<file path="config.mk">
export PLATFORM = sky130hd
export DESIGN_NAME = ysyx_23060020_ifu
export DESIGN_NICKNAME = d
export VERILOG_FILES = /design/src/rtl/ysyx_23060020_pkg.sv /design/src/rtl/ysyx_23060020_ifu.sv
export SDC_FILE = /design/constraint.sdc
export NUM_CORES = 1
export LEC_CHECK = 0
export BUFFER_PORTS_ARGS = -buffer_cell sky130_fd_sc_hd__buf_2
export CAP_MARGIN = 20
export CORE_UTILIZATION = 41
export DETAILED_ROUTE_END_ITERATION = 8
export GPL_ROUTABILITY_DRIVEN = 0
export PLACE_DENSITY_LB_ADDON = 0.25
export SYNTH_ARGS = -nofsm -noshare
export SYNTH_HDL_FRONTEND = slang
export SYNTH_SLANG_ARGS = --single-unit
</file>
<file path="constraint.sdc">
create_clock -name clk -period 2.06 [get_ports clk]
set_input_delay 0 -clock clk [delete_from_list [all_inputs] [get_ports clk]]
set_output_delay 0 -clock clk [all_outputs]
set_load 0.005 [all_outputs]
</file>
<file path="src/rtl/ysyx_23060020_pkg.sv">
// Shared definitions for the ysyx_23060020 core: fetch FSM encoding,
// bus response codes and the instruction encodings the core checks for.
package ysyx_23060020_pkg;

    typedef logic [1:0] state_t;

    localparam state_t ST_IDLE   = 2'd0;
    localparam state_t ST_REQ    = 2'd1;
    localparam state_t ST_WAIT_R = 2'd2;
    localparam state_t ST_HOLD   = 2'd3;

    localparam logic [1:0]  RESP_OKAY  = 2'b00;
    localparam logic [31:0] NOP_ENC    = 32'h0000_0013;
    localparam logic [31:0] EBREAK_ENC = 32'h0010_0073;

    // Only word-aligned fetch addresses may go out on the bus.
    function automatic logic word_aligned(input logic [1:0] low_bits);
        return low_bits == 2'b00;
    endfunction

endpackage

</file>
<file path="src/rtl/ysyx_23060020_ifu.sv">
// Instruction fetch unit: one AXI4-Lite-style read per fetch, holds the
// returned word on inst until the core retires it.
module ysyx_23060020_ifu
    import ysyx_23060020_pkg::*;
#(
    parameter logic [31:0] NOP_INST = NOP_ENC
) (
    input  logic        clk,
    input  logic        rst,
    input  logic [31:0] pc,
    input  logic        pc_valid,
    input  logic        flush,
    output logic [31:0] inst,
    output logic        inst_valid,
    input  logic        inst_ready,
    output logic        fetch_err,
    output logic [31:0] araddr,
    output logic        arvalid,
    input  logic        arready,
    input  logic [31:0] rdata,
    input  logic [1:0]  rresp,
    input  logic        rvalid,
    output logic        rready,
    output state_t      dbg_state
);

    // Every channel (AR, R, inst) transfers on a rising edge where valid and
    // ready are both high; a valid, once raised, holds its payload until then.

    state_t      state;
    state_t      state_nxt;
    logic [31:0] araddr_nxt;
    logic [31:0] inst_nxt;
    logic        fetch_err_nxt;
    logic        drop;
    logic        drop_nxt;
    logic        launch;

    always_comb begin
        state_nxt     = state;
        araddr_nxt    = araddr;
        inst_nxt      = inst;
        fetch_err_nxt = fetch_err;
        drop_nxt      = drop;
        launch        = 1'b0;

        case (state)
            ST_IDLE: begin
                launch = pc_valid && !flush;
            end

            ST_REQ: begin
                // The address cannot be withdrawn; remember to discard its data.
                if (flush) begin
                    drop_nxt = 1'b1;
                end
                if (arvalid && arready) begin
                    state_nxt = ST_WAIT_R;
                end
            end

            ST_WAIT_R: begin
                if (rvalid) begin
                    if (drop || flush) begin
                        state_nxt = ST_IDLE;
                        drop_nxt  = 1'b0;
                    end else begin
                        state_nxt = ST_HOLD;
                        if (rresp != RESP_OKAY) begin
                            inst_nxt      = NOP_INST;
                            fetch_err_nxt = 1'b1;
                        end else begin
                            inst_nxt      = rdata;
                            fetch_err_nxt = 1'b0;
                        end
                    end
                end else if (flush) begin
                    drop_nxt = 1'b1;
                end
            end

            ST_HOLD: begin
                if (flush) begin
                    state_nxt     = ST_IDLE;
                    inst_nxt      = NOP_INST;
                    fetch_err_nxt = 1'b0;
                end else if (inst_ready) begin
                    if (pc_valid) begin
                        launch = 1'b1;
                    end else begin
                        state_nxt     = ST_IDLE;
                        inst_nxt      = NOP_INST;
                        fetch_err_nxt = 1'b0;
                    end
                end
            end

            default: begin
                state_nxt = ST_IDLE;
            end
        endcase

        // A misaligned pc never reaches the bus; it becomes a held fault.
        if (launch) begin
            araddr_nxt = pc;
            inst_nxt   = NOP_INST;
            if (word_aligned(pc[1:0])) begin
                state_nxt     = ST_REQ;
                fetch_err_nxt = 1'b0;
            end else begin
                state_nxt     = ST_HOLD;
                fetch_err_nxt = 1'b1;
            end
        end
    end

    always_ff @(posedge clk or negedge rst) begin
        if (!rst) begin
            state      <= ST_IDLE;
            araddr     <= 32'h0;
            inst       <= NOP_INST;
            fetch_err  <= 1'b0;
            drop       <= 1'b0;
            arvalid    <= 1'b0;
            rready     <= 1'b0;
            inst_valid <= 1'b0;
        end else begin
            state      <= state_nxt;
            araddr     <= araddr_nxt;
            inst       <= inst_nxt;
            fetch_err  <= fetch_err_nxt;
            drop       <= drop_nxt;
            arvalid    <= (state_nxt == ST_REQ);
            rready     <= (state_nxt == ST_WAIT_R);
            inst_valid <= (state_nxt == ST_HOLD);
        end
    end

    assign dbg_state = state;

endmodule
</file>
==> results.cfg, run 1 <==
[run_status]
run_status = finished, final reports clean

[worst_setup_path]
startpoint_type = flip-flop
crit_chain = buf_4, ha_1, or4_4, nor2_4, clkbuf_16, a22o_1
timing.rr.end = inst[20]$_DFFE_PN0P_
startpoint = dbg_state[0]$_DFF_PN0_
reg2reg_slack_ns = 0.03
reg2regPathDepth = 6
cp.required_ns = 2.33
critPathCaptureType = flip-flop
regToRegStartpoint = dbg_state[0]$_DFF_PN0_
crit_end = inst[20]$_DFFE_PN0P_
critPathBufInv = 2
worstSetupPathDepth = 6
cpPeakStageDelay_ns = 0.56
cp_data_arrival_time_ns = 2.30
path_max_fanout = 8
crit_family = simple AND/OR/NAND/NOR gates
slowest_stage = or4_4
crit_type = reg2reg

[clock_tree]
cts_buffer_depth = 2
numCtsBuffers = 9
clk_latency_ns = 0.33
root_buffer = clkbuf_8
cts_tree = built
clkTransAtPathRegs_ns = 0.07
clock-sinks = 71
cts_max_level = 3

[cells_and_area]
multi_input_area_um2 = 990
final_util_pct = 70.0
drive_gt1_share_pct = 38.9
regArea_um2 = 1780
num-nets-final = 561
insertedDiodeCount = 0
syn2layout_area_growth_pct = 65.0
fill_cells = 499
final_cells = 568

[timing]
finalSetupViolCount = 0
fin_skew_ns = 0.00850
tns_ns = 0
slew_viol_final = 0
final_hold_viol_count = 0
fmax_mhz = 493
fin_crit_ns = 2.03
hold_ws_ns = 0.138
worstMarginPinSlew_ns = 0.878
min_period_over_period_pct = 98.5
relSlewSlack_pct = 41.5

[synth]
syn_nets = 338
ys_top_cells_by_area = dfrtp_1, nand2_1, a22o_1, dfstp_2, ha_1
yosys_warnings = 0
yosys.area.top_type_share_pct = 59.4
netlist_top_cells_count = nand2_1, dfrtp_1, a22o_1
synth_area_um2 = 2870
synthArstFlopShare_pct = 100
synthCells = 260
ys_seq_elements = 71
yosysMostFrequentCell = nand2_1
yosys.area.top_type = dfrtp_1
yosysUniqueCellTypes = 30
ys_seq_area_share_pct = 62.1
synth_edf_count = 0
synth_ff_type = dfrtp_1
syn_avg_cell_area_um2 = 11.0

[global_routing]
grt_max_degree = 72
grt_pass1_vias = 2685
gr-total-overflow = 0
gr-usage-all-layers_pct = 22.0
grt_pass1_wl_mm = 12.6
antenna_found_initial = 0

[die]
die_area_um2 = 7330
boundaryPins = 143
die-height_um = 85.6
fp.dieW_um = 85.6
initial_utilization_pct = 42.4
core_area_um2 = 6760
num_rows = 30

[min_path]
min_path_type = in2reg

[placement]
place_hpwl_mm = 4.56
numPortBuffers = 142
dp.cells = 480

[run]
drv_cap = 0

[route]
drt_iter0_markers = 119
dr.pass1.iters = 5
antenna_left = 0
dr_total_vias = 2689
totalWireLength_mm = 8.31
wl_per_cell_um = 14.6
drc = 0
vias_per_cell = 4.73

[power_and_ir_drop]
ir_drop_mv = 0.779
power.total_mw = 5.07
power_density_nw_per_um2 = 1070
leakage_nw = 2.61
## through the flow
stage / setup WS, ns / area [µm²]
final: 0.0314 / 4730
after global routing: -0.0164 / 4730
after CTS: 0.0386 / 4620
after detailed placement: 0.0577 / 3710
after global placement: 0.117 / 3710
after floorplan: 0.0588 / 2870
## how the worst min path moves through the flow
| stage | startpoint | to | cells after the start |
|---|---|---|---|
| after floorplan | rst | araddr[0]$_DFFE_PN0N_ | 0 |
| after global placement | rst | inst[3]$_DFFE_PN0P_ | 1 |
| after detailed placement | rst | inst[3]$_DFFE_PN0P_ | 1 |
| after CTS | arready | dbg_state[0]$_DFF_PN0_ | 5 |
| after global routing | arready | dbg_state[0]$_DFF_PN0_ | 5 |
| final | arready | dbg_state[0]$_DFF_PN0_ | 5 |
## flip-flops by register name, indices dropped and copies added, names as in the netlist
register and count:
araddr 32, arvalid 1, dbg_state 2, drop 1
fetch_err 1, inst 32, inst_valid 1, rready 1
## cell families (layout without fill, tap and decap cells)
| family | count (synthesis) | after routing | share of synthesized area [%] |
|---|---|---|---|
| AND/OR/NAND/NOR | 113 | 113 | 17.4 |
| flip-flops | 71 | 71 | 62.1 |
| AO/OA/AOI/OAI | 46 | 46 | 13.4 |
| buffers and inverters | 23 | 251 | 4.10 |
| adder cells (fa/ha/maj) | 5 | 5 | 2.18 |
| multiplexers | 2 | 2 | 0.742 |
## layer usage
| metal | vias to the layer above | GRT usage [%] | share of wire [%] |
|---|---|---|---|
| li1 | 1315 | - | - |
| met1 | 1235 | 28.5 | 44 |
| met2 | 129 | 36.5 | 48 |
| met3 | 10 | 6.74 | 6.9 |
| met4 | 0 | 5.30 | 1.0 |
| met5 | - | 0 | 0 |
## power breakdown
group / total (mW) / switching [mW] / internal, mW
combinational: 1.72 / 0.867 / 0.854
clock: 1.33 / 0.494 / 0.838
sequential: 2.01 / 0.217 / 1.80
total: 5.07 / 1.58 / 3.49
## worst register-to-register path, cell delays in order, from the launching register on
cell       delay (ns)
dfrtp_1          0.40
buf_4            0.15
ha_1             0.24
or4_4            0.56
nor2_4           0.26
clkbuf_16        0.21
a22o_1           0.15
## area by class of cell
cell class | count | area share (%)
sequential | 71 | 37.7
timing repair buffer | 225 | 33.2
multi-input combinational | 166 | 20.9
clock buffer | 11 | 2.99
clock inverter | 5 | 2.22
tap | 80 | 2.12
inverter | 10 | 0.794
## cell usage in the layout (no fill, tap or decap), types with 3 or more instances in the layout
cell	Yosys	final
ha_1	5	4
a22o_1	30	30
dfstp_2	3	3
buf_2	7	141
dlygate4sd3_1	0	67
buf_4	0	11
dfrtp_1	68	67
bufinv_16	0	3
nand2_1	100	100
o21ai_0	5	5
a22oi_1	5	5
inv_1	10	9
clkbuf_8	0	10
## timing repair
| action | CTS | global route |
|---|---|---|
| setup endpoints to repair | 0 | 50 |
| gates resized for setup | 0 | 7 |
| hold endpoints to repair | 134 | 0 |
| hold buffers | 67 | 0 |
| buffers inserted | 0 | 2 |
Power figures use the tool's default switching activity.
==> run 2: changes to the inputs <==
--- a/config.mk
+++ b/config.mk
@@ -7,10 +7,12 @@
 export LEC_CHECK = 0
 export BUFFER_PORTS_ARGS = -buffer_cell sky130_fd_sc_hd__buf_2
 export CAP_MARGIN = 20
+export CORE_ASPECT_RATIO = 1.4
 export CORE_UTILIZATION = 41
 export DETAILED_ROUTE_END_ITERATION = 8
 export GPL_ROUTABILITY_DRIVEN = 0
 export PLACE_DENSITY_LB_ADDON = 0.25
+export SKIP_CTS_REPAIR_TIMING = 1
 export SYNTH_ARGS = -nofsm -noshare
 export SYNTH_HDL_FRONTEND = slang
 export SYNTH_SLANG_ARGS = --single-unit
==> run 2 against run 1 <==
Against the previous run:
- maximum frequency rose by 2.6%
- routed wire length is 2.7% lower
- clock skew rose by 0.00064 ns
- combinational power barely moved
- utilization is 0.62 points higher
- sequential share of layout area grew 0.20 points
- global-route usage down 4.2 points
- clock power is 3% higher
- design area decreased by 0.61%
- register-to-register slack improved by 0.05 ns
- flip-flop and latch count unchanged
- largest power group unchanged
==> results.cfg, run 2 (same netlist as run 1, synthesis figures left out) <==
[worst_setup_path]
cp_data_arrival_time_ns = 2.19
path_max_fanout = 27
crit_chain = inv_1, ha_1, or4b_4, buf_4, buf_12, nand2_1, nand2_1
slowest_stage = or4b_4
cpMostUsedCell = nand2_1
cp.required_ns = 2.28
crit_type = reg2reg
critPathCaptureType = flip-flop
crit_family = simple AND/OR/NAND/NOR gates
startpoint_type = flip-flop
cpPeakStageDelay_ns = 0.59
critPathBufInv = 3

[route]
wl_per_cell_um = 14.0
drt_iter0_markers = 100
totalWireLength_mm = 8.08
wl_met2_mm = 3.95
drc = 0
vias_per_cell = 4.75
dr_total_vias = 2738
highest_layer = met4
met3_length_um = 601
dr.pass1.iters = 4
wl_met1_mm = 3.43
antenna_left = 0

[timing]
relSlewSlack_pct = 41.7
setup_ws_ns = 0.0820
slew_viol_final = 0
final_hold_viol_count = 0
worstMarginPinSlew_ns = 0.875
finalSetupViolCount = 0
fin_skew_ns = 0.00914
hold_ws_ns = 0.0123
fmax_mhz = 506
tns_ns = 0
rsz0062_at_grt = false
min_period_over_period_pct = 96.0
fin_crit_ns = 1.98

[placement]
dp.cells = 494
pre_cts_slack_ns = 0.0571
numPortBuffers = 142
place_hpwl_mm = 4.56

[global_routing]
gr-usage-all-layers_pct = 17.8
antenna_found_initial = 0
grt_pass1_wl_mm = 10.0
grt_max_degree = 72
grt_pass1_vias = 2275
gr-total-overflow = 0

[cells_and_area]
final_cell_mix = buf_2, nand2_1, dfrtp_1
final_cells = 577
final_util_pct = 70.6
syn2layout_area_growth_pct = 64.0
drive_gt1_share_pct = 38.6
num-nets-final = 558
insertedDiodeCount = 0
final_common_cell = buf_2
fill_cells = 481

[min_path]
min_path_type = in2reg

[die]
initial_utilization_pct = 43.0
boundaryPins = 143
die_area_um2 = 7330
core_area_um2 = 6660
fp.dieW_um = 72.7
num_rows = 35
die-height_um = 101

[clock_tree]
root_buffer = clkbuf_8
numCtsBuffers = 9
clkTransAtPathRegs_ns = 0.08
clock-sinks = 71
cts_max_level = 3
cts_tree = built
cts_buffer_depth = 2
clk_latency_ns = 0.34

[power_and_ir_drop]
power_density_nw_per_um2 = 1080
ir_drop_mv = 0.652
leakage_nw = 2.61

[run_status]
run_status = finished, final reports clean

[run]
drv_cap = 0
## run 2: cell type report
class / instances / area [µm²] / share of cell area, %
clock inverters: 5 / 104 / 2.21
well taps: 92 / 115 / 2.45
flip-flops and latches: 71 / 1780 / 37.9
clock buffers: 11 / 151 / 3.22
repair buffers: 222 / 1520 / 32.4
multi-input cells: 166 / 990 / 21.1
inverters: 10 / 37.5 / 0.799
## run 2: final timing paths
path | end | cells after the start | slack (ns) | startpoint
max | araddr[4]$_DFFE_PN0N_ | 7 | 0.08 | dbg_state[1]$_DFF_PN0_
min | drop$_DFFE_PN0P_ | 3 | 0.01 | flush
max reg2reg | araddr[4]$_DFFE_PN0N_ | 7 | 0.08 | dbg_state[1]$_DFF_PN0_
min reg2reg | araddr[28]$_DFFE_PN0N_ | 2 | 0.47 | araddr[28]$_DFFE_PN0N_
max in group asynchronous | araddr[14]$_DFFE_PN0N_ | 2 | 1.15 | rst
min in group asynchronous | rready$_DFF_PN0_ | 2 | 0.33 | rst
## run 2: through the flow
step,power [mW],instance area [µm²]
finish,5.09,4700
global route,5.43,4700
CTS,4.97,4000
detailed placement,3.58,3750
global placement,3.54,3750
floorplan,2.79,2870
## run 2: tightest hold or removal path, cell delays in order
cell	delay (ns)
buf_2	0.15
o21ai_0	0.08
a22oi_1	0.06
## run 2: metal layers
| metal | track usage, % | vias to the layer above |
|---|---|---|
| li1 | - | 1312 |
| met1 | 22.2 | 1291 |
| met2 | 28.8 | 124 |
| met3 | 4.10 | 11 |
| met4 | 9.05 | 0 |
| met5 | 0 | - |
## run 2: where the power goes
| part | switching (mW) | internal (mW) | total (mW) |
|---|---|---|---|
| Sequential | 0.219 | 1.80 | 2.01 |
| Combinational | 0.850 | 0.854 | 1.70 |
| Clock | 0.498 | 0.871 | 1.37 |
==> run 3: changes to the inputs <==
--- a/config.mk
+++ b/config.mk
@@ -9,8 +9,10 @@
 export CAP_MARGIN = 20
 export CORE_ASPECT_RATIO = 1.4
 export CORE_UTILIZATION = 41
+export CTS_CLUSTER_SIZE = 25
 export DETAILED_ROUTE_END_ITERATION = 8
 export GPL_ROUTABILITY_DRIVEN = 0
+export MAX_ROUTING_LAYER = met4
 export PLACE_DENSITY_LB_ADDON = 0.25
 export SKIP_CTS_REPAIR_TIMING = 1
 export SYNTH_ARGS = -nofsm -noshare
==> run 3 against run 2 <==
Against the previous run:
- largest cell class unchanged
- critical path depth unchanged
- clock-buffer cell count unchanged
- sequential share of layout area unchanged
- non-clock buffer count unchanged
- routed wire length about the same
- setup slack worse by 0.0021 ns
- utilization unchanged
==> results.cfg, run 3 (same netlist as run 1, synthesis figures left out) <==
[placement]
numPortBuffers = 142
dp.cells = 494
place_hpwl_mm = 4.56
pre_cts_slack_ns = 0.0571

[clock_tree]
clk_latency_ns = 0.33
clkTransAtPathRegs_ns = 0.07
root_buffer = clkbuf_8
numCtsBuffers = 9
clock-sinks = 71
cts_buffer_depth = 2
cts_tree = built
cts_max_level = 3

[power_and_ir_drop]
ir_drop_mv = 0.651
power.total_mw = 5.09
p_clk_share_pct = 26.8
p_int_mw = 3.52
p_sw_share_pct = 30.8
combPwrFrac_pct = 33.5
leakage_nw = 2.61
power.switching_mw = 1.57
power_density_nw_per_um2 = 1080
sequentialPowerShare_pct = 39.6

[route]
wl_per_cell_um = 14.0
totalWireLength_mm = 8.07
dr_total_vias = 2741
dr.pass1.iters = 4
antenna_left = 0
drc = 0
drt_iter0_markers = 127
vias_per_cell = 4.75

[timing]
relSlewSlack_pct = 42.8
setup_ws_ns = 0.0799
worstMarginPinSlew_ns = 0.858
fmax_mhz = 505
rsz0062_at_grt = false
min_period_over_period_pct = 96.1
finalSetupViolCount = 0
final_hold_viol_count = 0
fin_skew_ns = 0.00844
fin_crit_ns = 1.98
slew_viol_final = 0
tns_ns = 0
hold_ws_ns = 0.0124

[die]
die-height_um = 101
num_rows = 35
boundaryPins = 143
die_area_um2 = 7330
initial_utilization_pct = 43.0
core_area_um2 = 6660
fp.dieW_um = 72.7

[cells_and_area]
final_cells = 577
insertedDiodeCount = 0
final_common_cell = buf_2
final_cell_mix = buf_2, nand2_1, dfrtp_1
drive_gt1_share_pct = 38.6
num-nets-final = 558
syn2layout_area_growth_pct = 64.0

[global_routing]
gr-usage-all-layers_pct = 18.4
grtUsageMet3_pct = 4.90
grt_use_met2_pct = 28.9
grt_use_met1_pct = 22.3
grt_pass1_vias = 2271
gr-total-overflow = 0
grt_pass1_wl_mm = 10.0
grt_max_degree = 72
gr-max-usage-layer = met2
antenna_found_initial = 0

[worst_setup_path]
cp.required_ns = 2.28
cpPeakStageDelay_ns = 0.59
critPathCaptureType = flip-flop
cp_data_arrival_time_ns = 2.20
path_max_fanout = 27
slowest_stage = or4b_4
cpMostUsedCell = nand2_1
crit_chain = inv_1, ha_1, or4b_4, buf_4, buf_12, nand2_1, nand2_1
critPathBufInv = 3
startpoint_type = flip-flop
crit_family = simple AND/OR/NAND/NOR gates
crit_type = reg2reg

[min_path]
min_path_type = in2reg

[run_status]
run_status = finished, final reports clean

[run]
drv_cap = 0
==> run 3: cell counts in the layout (fill, tap and decap cells not counted) <==
Identical to the previous run, type by type.
==> run 3: per-layer routing <==
metal | routed length, µm | share of wire, %
met1 | 3450 | 43
met3 | 544 | 6.7
met2 | 3960 | 49
met4 | 112 | 1.4
met5 | 0 | 0
==> run 3: worst paths after layout <==
kind,from,endpoint,slack [ns],cells past startpoint
min reg2reg,araddr[28]$_DFFE_PN0N_,araddr[28]$_DFFE_PN0N_,0.47,2
min,flush,drop$_DFFE_PN0P_,0.01,3
max,dbg_state[1]$_DFF_PN0_,araddr[4]$_DFFE_PN0N_,0.08,7
max reg2reg,dbg_state[1]$_DFF_PN0_,araddr[4]$_DFFE_PN0N_,0.08,7
min in group asynchronous,rst,rready$_DFF_PN0_,0.32,2
max in group asynchronous,rst,arvalid$_DFF_PN0_,1.17,2
==> run 3: metrics by stage <==
step / utilization, % / cell area, µm²
floorplan: - / 2870
global placement: 56.3 / 3750
detailed placement: 56.3 / 3750
CTS: 60.2 / 4000
global route: 70.6 / 4700
finish: 70.6 / 4700
==> run 3: final cells by class <==
type                    count  area (µm²)
repair buffers            222        1520
clock buffers              11         151
inverters                  10        37.5
clock inverters             5         104
fillers                   481        1960
multi-input cells         166         990
flip-flops and latches     71        1780
well taps                  92         115
==> run 3: worst reg2reg max path, stage by stage (launching register included) <==
cell and delay, ns:
dfrtp_1 0.41, inv_1 0.08, ha_1 0.29, or4b_4 0.59, buf_4 0.18, buf_12 0.15
nand2_1 0.09, nand2_1 0.07
==> run 3: power by group through the flow <==
stage / sequential (mW) / clock (mW) / combinational (mW)
after floorplan: 2.06 / 0 / 0.737
after global placement: 2.02 / 0 / 1.52
after detailed placement: 2.01 / 0 / 1.57
after CTS: 2.01 / 1.40 / 1.57
after global routing: 2.06 / 1.48 / 1.89
final: 2.01 / 1.37 / 1.71
